<file path="src/rtl/uart_fifo_if.sv">
// Bus slot shared with the simple UART: read strobe, write strobe with data,
// read data and write-wait back to the master.
`timescale 1ns/1ps
interface uart_fifo_if;
    logic        re;
    logic        we;
    logic [31:0] so;
    logic [31:0] si;
    logic        wa;

    modport master (output re, output we, output so, input si, input wa);
    modport slave  (input re, input we, input so, output si, output wa);
endinterface

</file>
<file path="src/rtl/uart_fifo.sv">
// Buffered UART: programmable bit period, data width and stop bits, TX/RX
// FIFOs, mid-bit RX sampling behind a two-flop synchroniser, sticky
// framing-error and overrun flags.
`timescale 1ns/1ps
module uart_fifo #(
    parameter int DIV       = 16,
    parameter int DATA_BITS = 8,
    parameter int STOP_BITS = 1,
    parameter int TX_DEPTH  = 16,
    parameter int RX_DEPTH  = 16
) (
    input  logic       clk,
    input  logic       rst,
    uart_fifo_if.slave bus,
    output logic       tx,
    input  logic       rx,
    output logic       ferr,
    output logic       ovr
);
    localparam int CW  = $clog2(DIV);
    localparam int BW  = $clog2(DATA_BITS);
    localparam int TAW = $clog2(TX_DEPTH);
    localparam int RAW = $clog2(RX_DEPTH);

    localparam logic [CW-1:0]  BIT_END   = CW'(DIV - 1);
    localparam logic [CW-1:0]  MID_END   = CW'(DIV / 2 - 1);
    localparam logic [BW-1:0]  LAST_BIT  = BW'(DATA_BITS - 1);
    localparam logic           LAST_STOP = 1'(STOP_BITS - 1);
    localparam logic [TAW:0]   TX_ONE    = 1;
    localparam logic [RAW:0]   RX_ONE    = 1;

    typedef enum logic [1:0] {S_IDLE, S_START, S_DATA, S_STOP} state_t;

    // ---------------------------------------------------------------- TX FIFO
    logic [DATA_BITS-1:0] r_tx_mem [TX_DEPTH];
    logic [TAW:0]         r_tx_wp, r_tx_rp;
    logic                 w_tx_empty, w_tx_full, w_tx_push, w_tx_pop;
    logic [DATA_BITS-1:0] w_tx_head;
    logic                 w_unused_so;

    assign w_tx_empty  = (r_tx_wp == r_tx_rp);
    assign w_tx_full   = (r_tx_wp[TAW] != r_tx_rp[TAW]) &&
                         (r_tx_wp[TAW-1:0] == r_tx_rp[TAW-1:0]);
    assign bus.wa      = bus.we && w_tx_full;
    assign w_tx_push   = bus.we && !w_tx_full;
    assign w_tx_head   = r_tx_mem[r_tx_rp[TAW-1:0]];
    assign w_unused_so = ^bus.so[31:DATA_BITS];

    // TX storage write port (no reset needed on the array)
    always_ff @(posedge clk) begin
        if (w_tx_push) r_tx_mem[r_tx_wp[TAW-1:0]] <= bus.so[DATA_BITS-1:0];
    end

    // TX pointer update on push/pop
    always_ff @(posedge clk) begin
        if (rst) begin
            r_tx_wp <= '0;
            r_tx_rp <= '0;
        end else begin
            if (w_tx_push) r_tx_wp <= r_tx_wp + TX_ONE;
            if (w_tx_pop)  r_tx_rp <= r_tx_rp + TX_ONE;
        end
    end

    // ---------------------------------------------------------------- TX FSM
    state_t               r_tx_state;
    logic [CW-1:0]        r_tx_cnt;
    logic [BW-1:0]        r_tx_bit;
    logic                 r_tx_stop;
    logic [DATA_BITS-1:0] r_tx_shift;
    logic                 r_tx;
    logic                 w_tx_tick;

    assign w_tx_tick = (r_tx_cnt == BIT_END);
    // A frame is fetched from IDLE, or straight from the end of the last stop
    // bit so consecutive frames have no idle gap.
    assign w_tx_pop  = !w_tx_empty &&
                       ((r_tx_state == S_IDLE) ||
                        (r_tx_state == S_STOP && w_tx_tick && r_tx_stop == LAST_STOP));

    // TX frame sequencer with registered serial output
    always_ff @(posedge clk) begin
        if (rst) begin
            r_tx_state <= S_IDLE;
            r_tx_cnt   <= '0;
            r_tx_bit   <= '0;
            r_tx_stop  <= 1'b0;
            r_tx_shift <= '0;
            r_tx       <= 1'b1;
        end else begin
            case (r_tx_state)
                S_IDLE: begin
                    if (w_tx_pop) begin
                        r_tx_shift <= w_tx_head;
                        r_tx       <= 1'b0;
                        r_tx_cnt   <= '0;
                        r_tx_state <= S_START;
                    end
                end
                S_START: begin
                    if (w_tx_tick) begin
                        r_tx_cnt   <= '0;
                        r_tx_bit   <= '0;
                        r_tx       <= r_tx_shift[0];
                        r_tx_state <= S_DATA;
                    end else begin
                        r_tx_cnt <= r_tx_cnt + CW'(1);
                    end
                end
                S_DATA: begin
                    if (w_tx_tick) begin
                        r_tx_cnt <= '0;
                        if (r_tx_bit == LAST_BIT) begin
                            r_tx       <= 1'b1;
                            r_tx_stop  <= 1'b0;
                            r_tx_state <= S_STOP;
                        end else begin
                            r_tx_bit   <= r_tx_bit + BW'(1);
                            r_tx_shift <= r_tx_shift >> 1;
                            r_tx       <= r_tx_shift[1];
                        end
                    end else begin
                        r_tx_cnt <= r_tx_cnt + CW'(1);
                    end
                end
                S_STOP: begin
                    if (w_tx_tick) begin
                        r_tx_cnt <= '0;
                        if (r_tx_stop == LAST_STOP) begin
                            if (w_tx_pop) begin
                                r_tx_shift <= w_tx_head;
                                r_tx       <= 1'b0;
                                r_tx_state <= S_START;
                            end else begin
                                r_tx_state <= S_IDLE;
                            end
                        end else begin
                            r_tx_stop <= 1'b1;
                        end
                    end else begin
                        r_tx_cnt <= r_tx_cnt + CW'(1);
                    end
                end
                default: r_tx_state <= S_IDLE;
            endcase
        end
    end

    assign tx = r_tx;

    // ---------------------------------------------------------------- RX path
    logic r_rx_s1, r_rx_s2;
    logic w_rx;

    // Two-flop synchroniser for the asynchronous serial input
    always_ff @(posedge clk) begin
        if (rst) begin
            r_rx_s1 <= 1'b1;
            r_rx_s2 <= 1'b1;
        end else begin
            r_rx_s1 <= rx;
            r_rx_s2 <= r_rx_s1;
        end
    end

    assign w_rx = r_rx_s2;

    state_t               r_rx_state;
    logic [CW-1:0]        r_rx_cnt;
    logic [BW-1:0]        r_rx_bit;
    logic                 r_rx_stop;
    logic                 r_rx_stop_ok;
    logic [DATA_BITS-1:0] r_rx_shift;
    logic                 w_rx_tick, w_rx_done, w_rx_frame_ok;

    assign w_rx_tick     = (r_rx_cnt == BIT_END);
    assign w_rx_done     = (r_rx_state == S_STOP) && w_rx_tick && (r_rx_stop == LAST_STOP);
    assign w_rx_frame_ok = r_rx_stop_ok && w_rx;

    // RX frame sequencer sampling each bit at its centre
    always_ff @(posedge clk) begin
        if (rst) begin
            r_rx_state   <= S_IDLE;
            r_rx_cnt     <= '0;
            r_rx_bit     <= '0;
            r_rx_stop    <= 1'b0;
            r_rx_stop_ok <= 1'b1;
            r_rx_shift   <= '0;
        end else begin
            case (r_rx_state)
                S_IDLE: begin
                    if (!w_rx) begin
                        r_rx_cnt   <= '0;
                        r_rx_state <= S_START;
                    end
                end
                S_START: begin
                    if (r_rx_cnt == MID_END) begin
                        r_rx_cnt <= '0;
                        r_rx_bit <= '0;
                        r_rx_state <= w_rx ? S_IDLE : S_DATA;
                    end else begin
                        r_rx_cnt <= r_rx_cnt + CW'(1);
                    end
                end
                S_DATA: begin
                    if (w_rx_tick) begin
                        r_rx_cnt   <= '0;
                        r_rx_shift <= {w_rx, r_rx_shift[DATA_BITS-1:1]};
                        if (r_rx_bit == LAST_BIT) begin
                            r_rx_stop    <= 1'b0;
                            r_rx_stop_ok <= 1'b1;
                            r_rx_state   <= S_STOP;
                        end else begin
                            r_rx_bit <= r_rx_bit + BW'(1);
                        end
                    end else begin
                        r_rx_cnt <= r_rx_cnt + CW'(1);
                    end
                end
                S_STOP: begin
                    if (w_rx_tick) begin
                        r_rx_cnt <= '0;
                        if (r_rx_stop == LAST_STOP) begin
                            r_rx_state <= S_IDLE;
                        end else begin
                            r_rx_stop    <= 1'b1;
                            r_rx_stop_ok <= r_rx_stop_ok & w_rx;
                        end
                    end else begin
                        r_rx_cnt <= r_rx_cnt + CW'(1);
                    end
                end
                default: r_rx_state <= S_IDLE;
            endcase
        end
    end

    // ---------------------------------------------------------------- RX FIFO
    logic [DATA_BITS-1:0] r_rx_mem [RX_DEPTH];
    logic [RAW:0]         r_rx_wp, r_rx_rp;
    logic                 w_rx_empty, w_rx_full, w_rx_pop, w_rx_push;
    logic                 w_ferr_set, w_ovr_set;
    logic                 r_ferr, r_ovr;

    assign w_rx_empty = (r_rx_wp == r_rx_rp);
    assign w_rx_full  = (r_rx_wp[RAW] != r_rx_rp[RAW]) &&
                        (r_rx_wp[RAW-1:0] == r_rx_rp[RAW-1:0]);
    assign w_rx_pop   = bus.re && !w_rx_empty;
    // A pop in the same cycle frees the slot the new frame lands in.
    assign w_rx_push  = w_rx_done && w_rx_frame_ok && (!w_rx_full || w_rx_pop);
    assign w_ferr_set = w_rx_done && !w_rx_frame_ok;
    assign w_ovr_set  = w_rx_done && w_rx_frame_ok && w_rx_full && !w_rx_pop;

    assign bus.si = w_rx_empty ? '1
                               : {{(32-DATA_BITS){1'b0}}, r_rx_mem[r_rx_rp[RAW-1:0]]};

    // RX storage write port
    always_ff @(posedge clk) begin
        if (w_rx_push) r_rx_mem[r_rx_wp[RAW-1:0]] <= r_rx_shift;
    end

    // RX pointer update on push/pop
    always_ff @(posedge clk) begin
        if (rst) begin
            r_rx_wp <= '0;
            r_rx_rp <= '0;
        end else begin
            if (w_rx_push) r_rx_wp <= r_rx_wp + RX_ONE;
            if (w_rx_pop)  r_rx_rp <= r_rx_rp + RX_ONE;
        end
    end

    // Sticky error flags: set wins over the clear-on-read
    always_ff @(posedge clk) begin
        if (rst) begin
            r_ferr <= 1'b0;
            r_ovr  <= 1'b0;
        end else begin
            if (w_ferr_set)  r_ferr <= 1'b1;
            else if (bus.re) r_ferr <= 1'b0;
            if (w_ovr_set)   r_ovr  <= 1'b1;
            else if (bus.re) r_ovr  <= 1'b0;
        end
    end

    assign ferr = r_ferr;
    assign ovr  = r_ovr;
endmodule
</file>
<file path="src/flat_wrapper.sv">
// flat-port wrapper written by rule: the top's interface ports become plain ports
module uart_fifo_flat 
#(
    parameter int DIV       = 16,
    parameter int DATA_BITS = 8,
    parameter int STOP_BITS = 1,
    parameter int TX_DEPTH  = 16,
    parameter int RX_DEPTH  = 16
)
  (clk, rst, tx, rx, ferr, ovr, bus_re, bus_we, bus_so, bus_si, bus_wa);
  uart_fifo_if bus_i ();
  input  logic clk;
  input  logic rst;
  output logic tx;
  input  logic rx;
  output logic ferr;
  output logic ovr;
  input wire logic [$bits(bus_i.re)-1:0] bus_re;
  input wire logic [$bits(bus_i.we)-1:0] bus_we;
  input wire logic [$bits(bus_i.so)-1:0] bus_so;
  output wire logic [$bits(bus_i.si)-1:0] bus_si;
  output wire logic [$bits(bus_i.wa)-1:0] bus_wa;
  assign bus_i.re = bus_re;
  assign bus_i.we = bus_we;
  assign bus_i.so = bus_so;
  assign bus_si = bus_i.si;
  assign bus_wa = bus_i.wa;
  uart_fifo #(.DIV(DIV), .DATA_BITS(DATA_BITS), .STOP_BITS(STOP_BITS), .TX_DEPTH(TX_DEPTH), .RX_DEPTH(RX_DEPTH)) u_core (.clk(clk), .rst(rst), .bus(bus_i), .tx(tx), .rx(rx), .ferr(ferr), .ovr(ovr));
endmodule
</file>
<file path="config.mk">
export PLATFORM = sky130hd
export DESIGN_NAME = uart_fifo_flat
export DESIGN_NICKNAME = d
export VERILOG_FILES = /design/src/rtl/uart_fifo_if.sv /design/src/rtl/uart_fifo.sv /design/src/flat_wrapper.sv
export SDC_FILE = /design/constraint.sdc
export NUM_CORES = 1
export LEC_CHECK = 0
export BUFFER_PORTS_ARGS = -buffer_cell sky130_fd_sc_hd__buf_4
export CAP_MARGIN = 20
export CORE_ASPECT_RATIO = 0.6
export CORE_UTILIZATION = 50
export CTS_CLUSTER_DIAMETER = 200
export DETAILED_ROUTE_END_ITERATION = 6
export GPL_TIMING_DRIVEN = 0
export PLACE_DENSITY = 0.79
export SLEW_MARGIN = 25
export SYNTH_ARGS = -nofsm -noshare
export SYNTH_HDL_FRONTEND = slang
export SYNTH_SLANG_ARGS = --single-unit
</file>
<file path="constraint.sdc">
create_clock -name clk -period 2.31 [get_ports clk]
set_input_delay 0.231 -clock clk [delete_from_list [all_inputs] [get_ports clk]]
set_output_delay 0.231 -clock clk [all_outputs]
set_load 0.005 [all_outputs]
</file>
==> Word-level counts from Yosys, hierarchy flattened <==
Memory sizes are Yosys's and may differ from the RTL's. A register that Yosys moved wholly into a read port is not among the register bits.
Index checks and enable logic that the tools add are counted.
{ "word_totals": {"word_cells": 181, "mem_bits_rw": 256, "n_memories": 2, "rom_bits": 0, "latch_bits": 0, "reg_bits": 62} }
{ "op_classes": {"n_reduce_logical": 45, "add_sub_neg": 8, "mul": 0, "div_mod_pow": 0, "shift": 0, "order_cmp": 0, "n_eq_ne": 32, "muxes": 71, "bitwise_logic": 3} }
{ "memory_table": {"columns": ["memory", "depth", "width", "read_ports", "rd_clocked_by_memory_dff", "wr", "line_no", "text"], "rows": [
  ["u_core.r_rx_mem", 16, 8, 1, 1, 1, "uart_fifo.sv:240", "logic [DATA_BITS-1:0] r_rx_mem [RX_DEPTH];"],
  ["u_core.r_tx_mem", 16, 8, 1, 1, 1, "uart_fifo.sv:35", "logic [DATA_BITS-1:0] r_tx_mem [TX_DEPTH];"]
]} }
{ "op_table": {"columns": ["operator", "n"], "rows": [
  ["$mux W8", 5],
  ["$mux W4", 9],
  ["$mux W32", 1],
  ["$mux W1", 26],
  ["$mux W2", 13],
  ["$pmux W8 S3", 1],
  ["$add A5 B1 Y5 const B", 4],
  ["$ne A2 B1 Y1 const B", 10],
  ["$reduce_and A4 Y1", 5],
  ["$mux W3", 6],
  ["$logic_and A1 B1 Y1", 16],
  ["$pmux W2 S4", 2],
  ["$pmux W3 S2", 2],
  ["$pmux W4 S3", 1],
  ["$reduce_and A6 Y1", 2],
  ["$reduce_bool A2 Y1", 6],
  ["$eq A5 B5 Y1", 2],
  ["$ne A2 B2 Y1 const B", 5],
  ["$reduce_and A5 Y1", 2],
  ["$add A4 B1 Y4 const B", 2],
  ["$eq A2 B2 Y1 const B", 4],
  ["$eq A4 B4 Y1", 2],
  ["$eq A4 B4 Y1 const B", 2],
  ["$pmux W4 S2", 1],
  ["16 further kinds", 30]
]} }

==> Logic depth before layout (Yosys ltp) <==
Gate-level depths: netlist (run 1).
{ "logic_depth": {"ltp_word": 9, "mapped_depth": 8, "ltp_nobuf": 7} }

==> Worst setup path after synthesis (run 1) <==
Ideal clock, no wire load.
{ "synth_path": {"kind": "register to output", "startpoint": "register u_core.r_rx_wp[2]", "endpoint": "output bus_si[10]", "stages_incl_launch_ff": 6, "path_buffers": 2, "t_required_ns": 2.079, "arrival_ns": 2.055, "path_slack_ns": 0.024, "path_cell_list": "dfxtp_1 > buf_2 > xnor2_1 > nand4_1 > nor2_1 > buf_4"} }
{ "synth_via": {"elab_chain_cells": 2} }
{ "synth_lines": {"columns": ["item", "line_no", "text"], "rows": [
  ["from (decl)", "uart_fifo.sv:241", "logic [RAW:0] r_rx_wp, r_rx_rp;"],
  ["from (signal assigned)", "uart_fifo.sv:269", "if (w_rx_push) r_rx_wp <= r_rx_wp + RX_ONE;"],
  ["$eq A5 B5 Y1", "uart_fifo.sv:246", "assign w_rx_empty = (r_rx_wp == r_rx_rp);"],
  ["named net u_core.w_rx_empty", "uart_fifo.sv:242", "logic w_rx_empty, w_rx_full, w_rx_pop, w_rx_push;"],
  ["$mux W32", "uart_fifo.sv:255", "assign bus.si = w_rx_empty ? '1"],
  ["to (decl)", "flat_wrapper.sv:21", "output wire logic [$bits(bus_i.si)-1:0] bus_si;"]
]} }
The timed path passes the listed nets, and every way through them passes these cells.

==> qor.csv, run 1 <==
stage;metric;value;unit
detailed_routing;postRouteAntennaNets;0;
floorplan;initial_utilization;0.510;
hold_path;hp-class;in -> reg;
worst_setup_path;cp_slowest_cell;mux4_2;
sta;drv_slew;0;
final_layout;final_common_cell;edfxtp_1;
clocking;cts.clk_slew.worst_paths;0.07;ns
sta;final.min_clock_period;2.85;ns
floorplan;dieWidth;214;um
yosys;synthCells;808;
run_status;status;complete, but fails checks;
sta;tightest_slew;0.789;ns
worst_setup_path;worstSetupEndpointType;primary output;
place;dpl.hpwl;18500;um
floorplan;die-area;27700;um2
worst_setup_path;worst-path-max-fanout;8;
sta;hold_viol_final;0;
global_routing;grt_max_degree;25;
detailed_routing;vias_per_cell;5.93;
yosys;syn-num-nets;867;
sta;holdWs;0.0213;ns
flow_run;max-cap-violations;0;
run_status;violations;negative setup slack;
yosys;synth_area;13500;um2
global_routing;grt_pass1_wl;42900;um
detailed_routing;vias;7763;
place;portBuffers;47;
place;gp_congestion;0.881;
final_layout;drive_gt1_frac;0.326;
yosys;yosys_warnings;0;
place;preCtsSetupSlack;-0.353;ns
final_layout;final_net_count;984;
worst_setup_path;cpPeakStageDelay;0.57;ns
floorplan;core;26500;um2
detailed_routing;wl;29900;um
worst_setup_path;critPathLaunchType;flop;
global_routing;grt_pass1_vias;7259;
sta;skew;0.0182;ns
clocking;cts.sinks;324;
worst_setup_path;critPathRequiredTime;2.08;ns
final_layout;mostFrequentLayoutCells;edfxtp_1 (256), buf_4 (89), mux4_2 (65), dfxtp_1 (61), nor2_1 (46);
floorplan;num_rows;46;
clocking;h-tree-depth;1;
global_routing;track_usage;0.205;
pwr;leakage;5.33;nW
yosys;synth-seq-area-share;0.671;
clocking;cts_buffers;30;
clocking;cts.path.max_buffers;3;
final_layout;antennaDiodeCount;0;
worst_setup_path;worst-endpoint-arrival;2.62;ns
final_layout;syn_to_final_growth;18.8;%
worst_setup_path;crit_type;reg -> out;
sta;rsz0062_at_grt;true;
sta;final.setup.tns;-4.12;ns
worst_setup_path;worstPathCellList;buf_12 > buf_12 > mux4_2 > mux4_2 > or2_1 > buf_4;
clocking;clk_latency;0.56;ns
detailed_routing;drt_iter0_drc;993;
pwr;power_density;842;nW/um2
yosys;synth_edf_count;256;
sta;setup_viol;8;
clocking;cts_tree;built;
floorplan;io_pins;73;
yosys;synth_async_sr_flop_share;0;
clocking;clock-root-buffer;clkbuf_16;
pwr;vdd_ir_drop_max;552;uV
yosys;avgSynthCellArea;16.7;um2
detailed_routing;wl_per_cell;22.9;um
sta;slew_headroom;0.473;
yosys;synth.distinct_cells;62;
detailed_routing;post-route-drc-count;0;
sta;fmax;350;MHz
yosys;synthFlopType;edfxtp_1;
sta;setup_ws;-0.544;ns
detailed_routing;drtPass1Iterations;7;
floorplan;die_h;129;um
global_routing;grt_antenna_before_repair;0;
global_routing;overflow;0;
yosys;ys_ff_latch;324;
sta;finalCritPeriodShare;1.24;
[power breakdown]
group | switching, mW | internal, mW
Clock | 2.09 | 2.82
Sequential | 0.117 | 6.40
Combinational | 1.17 | 0.909
[state kept, by name, summed over array words and instances, names as in the netlist, 5 cells and up, named ones only]
register and cells:
u_core.r_rx_shift 8, u_core.r_tx_wp 5, u_core.r_rx_rp 5, u_core.r_tx_mem 128
u_core.r_rx_mem 128, u_core.r_tx_rp 5, u_core.r_tx_shift 8, u_core.r_rx_wp 5
[cells in the mapped netlist (6+ instances only)]
cell,instances,area [um2]
edfxtp_1,256,7690
dfxtp_1,68,1360
nor2_1,61,229
mux4_2,46,1040
buf_4,27,203
mux4_1,24,631
nand2_1,24,90.1
and3_1,22,138
ha_1,22,275
mux2i_1,22,220
a21oi_1,21,105
o21ai_0,19,95.1
clkbuf_1,15,56.3
nor3_1,14,70.1
xnor2_1,14,123
mux2_2,13,146
xor2_1,10,87.6
buf_2,8,40.0
inv_1,8,30.0
nand2b_1,8,50.1
or2_1,8,50.1
a211oi_1,7,52.6
nand3_1,6,30.0
[worst paths after layout]
path / from / to / slack, ns / cells past startpoint
setup / recovery: flop / bus_si[6] / -0.54 / 6
hold / removal: bus_so[5] / u_core.r_tx_mem[11][5] / 0.02 / 1
setup reg to reg: u_core.r_tx_state[0] / u_core.r_tx_bit[0] / 0.05 / 7
hold reg to reg: u_core.r_rx_s1 / u_core.r_rx_s2 / 0.41 / 1
[layer usage]
| metal | part of all wire | GRT usage |
|---|---|---|
| met5 | 0 | 0 |
| met4 | 0.019 | 0.0450 |
| met3 | 0.090 | 0.0289 |
| met2 | 0.44 | 0.299 |
| met1 | 0.45 | 0.327 |
[critical path, delay by kind of cell (launching register included)]
kind	cells	cell delay, ns
flip-flops	1	0.34
buffers and inverters	3	0.43
AND/OR/NAND/NOR	1	0.23
multiplexers	2	1.05
[layout make-up]
cell class | instances | area [um2]
plain buffers | 59 | 439
clock buffers | 38 | 812
clock inverters | 18 | 170
fillers | 1823 | 10400
inverters | 9 | 33.8
multi-input cells | 415 | 4230
flip-flops and latches | 324 | 9060
well taps | 360 | 450
repair buffers | 86 | 837
[metrics by stage]
step / util / area, um2 / total power [mW] / instances
after floorplan: - / 13500 / 7.94 / 808
after global placement: 0.540 / 14300 / 8.36 / 1215
after detailed placement: 0.542 / 14300 / 8.42 / 1217
after CTS: 0.590 / 15600 / 13.3 / 1290
after global routing: 0.605 / 16000 / 13.9 / 1309
final: 0.605 / 16000 / 13.5 / 1309
[what timing repair did]
| item | in CTS | in global routing |
|---|---|---|
| hold endpoints to repair | 101 | 0 |
| hold buffers | 9 | 0 |
| resized for setup | 67 | 49 |
| endpoints found under the setup margin | 249 | 263 |
| pin swaps | 5 | 11 |
| cloned | 0 | 6 |
| setup buffers | 8 | 14 |
[cell families after synthesis]
family                     count (synthesis)  share of synthesized area
AOI/OAI and AO/OA                         86                     0.0431
xor gates and xnor gates                  25                     0.0168
adders and majority gates                 22                     0.0204
buffers and inverters                     69                     0.0320
DFF                                      324                      0.671
muxes                                    105                      0.151
and+or+nand+nor                          177                     0.0662
(Power assumes the default switching activity.)
==> run 2, diff against run 1 <==
REMOVE_ABC_BUFFERS = 1   (was default)
==> run 2 against run 1 <==
Net effect:
- sequential power rose by 0.9%
- largest cell class unchanged
- critical path type unchanged
- worst setup slack improved by 0.024 ns
- the flow still finishes with violations (negative setup slack)
- routed wire length is 5.1% lower
- combinational power shrank 7%
- fmax grew 0.85%
- largest power group unchanged
==> qor.csv, run 2 (synthesis gave the netlist of run 1 again) <==
stage;metric;value;unit;change
run_status;status;complete, but fails checks;;unchanged
run_status;violations;negative setup slack;;unchanged
sta;slew_headroom;0.406;;was 0.473
floorplan;num_rows;46;;unchanged
global_routing;overflow;0;;unchanged
floorplan;core;26500;um2;unchanged
global_routing;grt_max_degree;64;;was 25
detailed_routing;drt_iter0_drc;746;;was 993
sta;finalCritPeriodShare;1.23;;was 1.24
sta;rsz0062_at_grt;true;;unchanged
worst_setup_path;worst-endpoint-arrival;2.60;ns;was 2.62 ns
final_layout;drive_gt1_frac;0.303;;was 0.326
global_routing;grtUsageMet3;0.0427;;was 0.0289
global_routing;top_usage_layer;met1;;unchanged
clocking;cts_tree;built;;unchanged
pwr;power_density;864;nW/um2;was 842 nW/um2
global_routing;use_met2;0.293;;was 0.299
detailed_routing;wl_per_cell;22.9;um;about the same
floorplan;die-area;27700;um2;unchanged
global_routing;grt_pass1_vias;6974;;was 7259
worst_setup_path;critPathLaunchType;flop;;unchanged
pwr;combinationalPowerShare;0.143;;was 0.154
pwr;power_switching;3.32;mW;was 3.37 mW
sta;final.min_clock_period;2.83;ns;was 2.85 ns
sta;setup_viol;8;;unchanged
global_routing;grt_antenna_before_repair;0;;unchanged
floorplan;initial_utilization;0.510;;unchanged
clocking;cts_buffers;28;;was 30
pwr;vdd_ir_drop_max;554;uV;was 552 uV
flow_run;max-cap-violations;0;;unchanged
floorplan;io_pins;73;;unchanged
final_layout;final_core_util;0.590;;was 0.605
worst_setup_path;rr_startpoint;u_core.r_rx_wp[2];;was u_core.r_tx_state[0]
detailed_routing;wl;28400;um;was 29900 um
pwr;swShare;0.246;;was 0.250
worst_setup_path;rrSetupSlack;0.06;ns;was 0.05 ns
floorplan;dieWidth;214;um;unchanged
pwr;leakage;5.09;nW;was 5.33 nW
detailed_routing;post-route-drc-count;0;;unchanged
detailed_routing;vias_per_cell;5.92;;was 5.93
detailed_routing;postRouteAntennaNets;0;;unchanged
sta;tightest_slew;0.887;ns;was 0.789 ns
sta;setup_ws;-0.520;ns;was -0.544 ns
pwr;clkPwrFrac;0.370;;was 0.364
sta;holdWs;0.0273;ns;was 0.0213 ns
hold_path;hp-class;in -> reg;;unchanged
sta;drv_slew;0;;unchanged
place;portBuffers;48;;was 47
worst_setup_path;crit_type;reg -> out;;unchanged
final_layout;antennaDiodeCount;0;;unchanged
floorplan;die_h;129;um;unchanged
sta;hold_viol_final;0;;unchanged
clocking;cts.sinks;324;;unchanged
worst_setup_path;worstSetupEndpointType;primary output;;unchanged
clocking;h-tree-depth;1;;unchanged
hold_path;hold_depth;1;;unchanged
worst_setup_path;rr_worst_depth;8;;was 7
global_routing;grt.met1_usage;0.323;;was 0.327
global_routing;track_usage;0.205;;about the same
pwr;power_frac_seq;0.487;;was 0.483
place;dpl.hpwl;17200;um;was 18500 um
hold_path;hold_end;u_core.r_tx_mem[2][2];;was u_core.r_tx_mem[11][5]
final_layout;final_net_count;919;;was 984
clocking;cts.clk_slew.worst_paths;0.07;ns;about the same
detailed_routing;drtPass1Iterations;5;;was 7
worst_setup_path;worst-path-max-fanout;5;;was 8
hold_path;hold_start;bus_so[2];;was bus_so[5]
clocking;clk_latency;0.55;ns;was 0.56 ns
place;gp_congestion;0.783;;was 0.881
sta;fmax;353;MHz;was 350 MHz
worst_setup_path;critPathRequiredTime;2.08;ns;about the same
worst_setup_path;r2r-end;u_core.r_rx_mem[0][5];;was u_core.r_tx_bit[0]
final_layout;mostFrequentLayoutCells;edfxtp_1 (256), mux4_2 (59), buf_4 (59), dfxtp_1 (54), nor2_1 (46);;was edfxtp_1 (256), buf_4 (89), mux4_2 (65), dfxtp_1 (61), nor2_1 (46)
sta;skew;0.0106;ns;was 0.0182 ns
final_layout;syn_to_final_growth;15.7;%;was 18.8%
clocking;clock-root-buffer;clkbuf_16;;unchanged
final_layout;final_common_cell;edfxtp_1;;unchanged
pwr;p_int;10.2;mW;was 10.1 mW
detailed_routing;vias;7349;;was 7763
final_layout;fillCellCount;1900;;was 1823
clocking;cts.path.max_buffers;3;;unchanged
global_routing;grt_pass1_wl;42600;um;was 42900 um
run 2: cell types whose count changed in the layout (fill, tap and decap cells not counted), moves of 8 or more:
cell	previous run	this run
buf_4	89	59
and3_2	0	15
and3_4	10	0
clkbuf_1	17	3
clkbuf_16	36	28
run 2: metal layers:
| layer | share of wire | up-vias | routed length [um] |
|---|---|---|---|
| li1 | - | 3261 | - |
| met1 | 0.46 | 3719 | 13000 |
| met2 | 0.44 | 344 | 12400 |
| met3 | 0.093 | 25 | 2650 |
| met4 | 0.014 | 0 | 399 |
| met5 | 0 | - | 0 |
run 2: power by group through the flow:
stage	clock network, mW	logic (mW)	registers, mW
global placement	0	1.54	6.77
CTS	5.04	1.82	6.56
detailed placement	0	1.56	6.79
global route	5.24	2.09	6.59
floorplan	0	1.17	6.70
finish	4.99	1.93	6.57
run 2: layout make-up:
| cell class | instances | area [um2] | area share |
|---|---|---|---|
| Clock inverter | 18 | 238 | 0.0152 |
| Timing Repair Buffer | 82 | 827 | 0.0530 |
| Multi-Input combinational cell | 415 | 4220 | 0.270 |
| Clock buffer | 34 | 753 | 0.0483 |
| Tap cell | 360 | 450 | 0.0289 |
| Inverter | 9 | 33.8 | 0.00216 |
| Sequential cell | 324 | 9080 | 0.582 |
run 2: worst max path at each step:
stage,startpoint,endpoint,slack [ns],cells after the start
detailed placement,u_core.r_rx_cnt[0],u_core.r_rx_mem[12][0],-0.37,6
global placement,flop,u_core.r_tx_shift[1],-1.24,5
global route,flop,bus_si[4],-0.59,6
finish,flop,bus_si[4],-0.52,6
CTS,flop,bus_si[1],-0.53,6
floorplan,u_core.r_rx_wp[2],bus_si[0],-0.72,4
run 2: worst max-delay path, stage by stage, from the launching register on:
cell	delay, ns
dfxtp_4	0.39
buf_12	0.13
buf_16	0.13
mux4_2	0.53
mux4_2	0.50
or2_1	0.23
buf_4	0.14
run 2: what timing repair did:
item                                    in CTS  in global routing
gates cloned                                 2                  0
hold endpoints to repair                    42                  0
gates resized for setup                     72                 25
setup buffers                               15                 10
endpoints found under the setup margin     289                273
hold buffers                                 5                  0
pin swaps                                    9                  8
run 2: per-stage QoR:
stage          power [mW]  area (um2)  cells  setup slack [ns]  setup TNS, ns
2_1_floorplan        7.87       13100    748            -0.723         -19.58
3_3_place_gp         8.32       13900   1156             -1.24         -65.34
3_5_place_dp         8.35       14000   1158            -0.366         -39.65
4_1_cts              13.4       15400   1232            -0.527          -6.71
5_1_grt              13.9       15600   1242            -0.594          -5.42
6_report             13.5       15600   1242            -0.520          -3.94
==> run 3, diff against run 2 <==
--- a/config.mk
+++ b/config.mk
@@ -13,4 +13,5 @@
 export DETAILED_ROUTE_END_ITERATION = 6
 export GPL_TIMING_DRIVEN = 0
+export MAX_ROUTING_LAYER = met4
 export PLACE_DENSITY = 0.79
 export REMOVE_ABC_BUFFERS = 1
==> constraint.sdc (replaced) <==
create_clock -name clk -period 2.31 [get_ports clk]
set_input_delay 0.462 -clock clk [delete_from_list [all_inputs] [get_ports clk]]
set_output_delay 0.462 -clock clk [all_outputs]
set_load 0.005 [all_outputs]
==> run 3 against run 2 <==
Net effect:
- the run still ends with negative setup slack left
- worst hold slack improved by 0.067 ns
- cell area grew 1.0%
- global-route usage rose by 0.71 points
- first-iteration DRC count up 5.9%
- routed wire length rose by 3.1%
- critical path depth did not move
- critical path type unchanged
- critical endpoint unchanged
- largest power group unchanged
==> qor.csv, run 3 (synthesis gave the netlist of run 1 again) <==
stage;metric;value;unit;change
run_status;status;complete, but fails checks;;unchanged
run_status;violations;negative setup slack;;unchanged
pwr;power_frac_seq;0.486;;was 0.487
worst_setup_path;worstSetupEndpointType;primary output;;unchanged
pwr;leakage;5.15;nW;was 5.09 nW
worst_setup_path;rr_worst_depth;3;;was 8
worst_setup_path;critPathLaunchType;flop;;unchanged
global_routing;grt_max_degree;64;;unchanged
sta;setup_ws;-0.754;ns;was -0.520 ns
global_routing;track_usage;0.212;;was 0.205
pwr;clkPwrFrac;0.370;;about the same
clocking;h-tree-depth;1;;unchanged
final_layout;final_common_cell;edfxtp_1;;unchanged
final_layout;drive_gt1_frac;0.321;;was 0.303
clocking;cts.sinks;324;;unchanged
sta;fmax;326;MHz;was 353 MHz
floorplan;die_h;129;um;unchanged
clocking;clk_latency;0.55;ns;about the same
sta;holdWs;0.0943;ns;was 0.0273 ns
floorplan;io_pins;73;;unchanged
place;dp.cells;1158;;unchanged
place;preCtsSetupSlack;-0.581;ns;was -0.366 ns
hold_path;hold_depth;2;;was 1
sta;skew;0.0124;ns;was 0.0106 ns
sta;slew_headroom;0.415;;was 0.406
worst_setup_path;worst-path-max-fanout;5;;unchanged
worst_setup_path;r2r-end;u_core.r_tx_mem[15][3];;was u_core.r_rx_mem[0][5]
worst_setup_path;crit_end;bus_si[4];;unchanged
final_layout;final_net_count;919;;unchanged
global_routing;grt_pass1_wl;42700;um;was 42600 um
final_layout;antennaDiodeCount;0;;unchanged
pwr;vdd_ir_drop_max;541;uV;was 554 uV
global_routing;grt_antenna_before_repair;0;;unchanged
sta;rsz0062_at_grt;true;;unchanged
detailed_routing;postRouteAntennaNets;0;;unchanged
global_routing;grt_pass1_vias;6931;;was 6974
floorplan;num_rows;46;;unchanged
floorplan;die-area;27700;um2;unchanged
pwr;p_int;10.2;mW;about the same
pwr;combinationalPowerShare;0.145;;was 0.143
hold_path;hp-class;in -> reg;;unchanged
place;portBuffers;48;;unchanged
clocking;cts.path.max_buffers;3;;unchanged
detailed_routing;vias_per_cell;5.93;;was 5.92
worst_setup_path;worstPathCellList;buf_12 > buf_16 > mux4_2 > mux4_2 > or2_1 > buf_4;;unchanged
detailed_routing;top_layer;met4;;unchanged
sta;final.setup.tns;-8.53;ns;was -3.94 ns
detailed_routing;met3_length;2400;um;was 2650 um
worst_setup_path;rrSetupSlack;-0.06;ns;was 0.06 ns
pwr;swShare;0.249;;was 0.246
sta;finalCritPeriodShare;1.33;;was 1.23
pwr;power_switching;3.37;mW;was 3.32 mW
worst_setup_path;crit_type;reg -> out;;unchanged
sta;final.min_clock_period;3.06;ns;was 2.83 ns
final_layout;stdcell_count;1242;;unchanged
floorplan;initial_utilization;0.510;;unchanged
sta;tightest_slew;0.872;ns;was 0.887 ns
detailed_routing;wl;29300;um;was 28400 um
final_layout;mostFrequentLayoutCells;edfxtp_1 (256), mux4_2 (59), buf_4 (52), dfxtp_1 (47), nor2_1 (46);;was edfxtp_1 (256), mux4_2 (59), buf_4 (59), dfxtp_1 (54), nor2_1 (46)
worst_setup_path;worst-endpoint-arrival;2.60;ns;about the same
clocking;cts_tree;built;;unchanged
worst_setup_path;cpPeakStageDelay;0.53;ns;about the same
detailed_routing;drt_iter0_drc;790;;was 746
detailed_routing;drt-met1-wl;13500;um;was 13000 um
floorplan;core;26500;um2;unchanged
detailed_routing;vias;7362;;was 7349
sta;hold_viol_final;0;;unchanged
sta;drv_slew;0;;unchanged
clocking;cts_buffers;28;;unchanged
worst_setup_path;cp_common_cell;mux4_2;;unchanged
sta;setup_viol;35;;was 8
flow_run;max-cap-violations;0;;unchanged
detailed_routing;post-route-drc-count;0;;unchanged
worst_setup_path;rr_startpoint;u_core.r_tx_rp[4];;was u_core.r_rx_wp[2]
global_routing;overflow;0;;unchanged
worst_setup_path;cp_slowest_cell;mux4_2;;unchanged
final_layout;syn_to_final_growth;16.9;%;was 15.7%
detailed_routing;route.met2.wl;12900;um;was 12400 um
place;dpl.hpwl;17200;um;unchanged
clocking;clock-root-buffer;clkbuf_16;;unchanged
clocking;cts.clk_slew.worst_paths;0.07;ns;about the same
place;gp_congestion;0.794;;was 0.783
clocking;hold_buffers;0;;was 5
worst_setup_path;critPathRequiredTime;1.85;ns;was 2.08 ns
pwr;finalPower;13.5;mW;about the same
detailed_routing;drtPass1Iterations;5;;unchanged
pwr;power_density;858;nW/um2;was 864 nW/um2
detailed_routing;wl_per_cell;23.6;um;was 22.9 um
floorplan;dieWidth;214;um;unchanged
[run 3: cell type report]
class,instances,area [um2]
Sequential cell,324,9110
Clock inverter,18,238
Fill cell,1863,10700
Clock buffer,34,753
Multi-Input combinational cell,415,4280
Tap cell,360,450
Timing Repair Buffer,82,900
Inverter,9,33.8
[run 3: power by group through the flow]
| stage | clock, mW | combinational (mW) | sequential [mW] |
|---|---|---|---|
| floorplan | 0 | 1.17 | 6.70 |
| global placement | 0 | 1.54 | 6.77 |
| detailed placement | 0 | 1.56 | 6.79 |
| CTS | 5.04 | 1.81 | 6.56 |
| global route | 5.26 | 2.10 | 6.59 |
| finish | 5.01 | 1.96 | 6.57 |
[run 3: metal layers]
layer	global-route usage	vias up
met2	0.294	327
met1	0.326	3741
met3	0.0394	34
met4	0.0403	0
li1	-	3260
met5	-	-
[run 3: worst min path at each step]
stage                              start  slack, ns             end
after CTS                             rx       0.08  u_core.r_rx_s1
after global placement    u_core.r_rx_s1       0.40  u_core.r_rx_s2
after global routing                  rx       0.09  u_core.r_rx_s1
final                                 rx       0.09  u_core.r_rx_s1
after detailed placement  u_core.r_rx_s1       0.40  u_core.r_rx_s2
after floorplan           u_core.r_rx_s1       0.39  u_core.r_rx_s2
[run 3: stage by stage]
| step | cell area, um2 | utilization |
|---|---|---|
| after floorplan | 13100 | - |
| final | 15800 | 0.595 |
| after global routing | 15800 | 0.595 |
| after CTS | 15300 | 0.579 |
| after global placement | 13900 | 0.525 |
| after detailed placement | 14000 | 0.528 |
[run 3: timing repair]
action | 4_1_cts | 5_1_grt
resized for setup | 62 | 66
gates cloned | 2 | 3
endpoints found under the setup margin | 290 | 267
pin swaps | 9 | 8
setup buffers | 14 | 13
[run 3: critical path: cells and delay by family (launching register included)]
family	cells	cell delay [ns]
simple gates	1	0.23
flops	1	0.40
buf+inv	3	0.40
mux	2	1.03
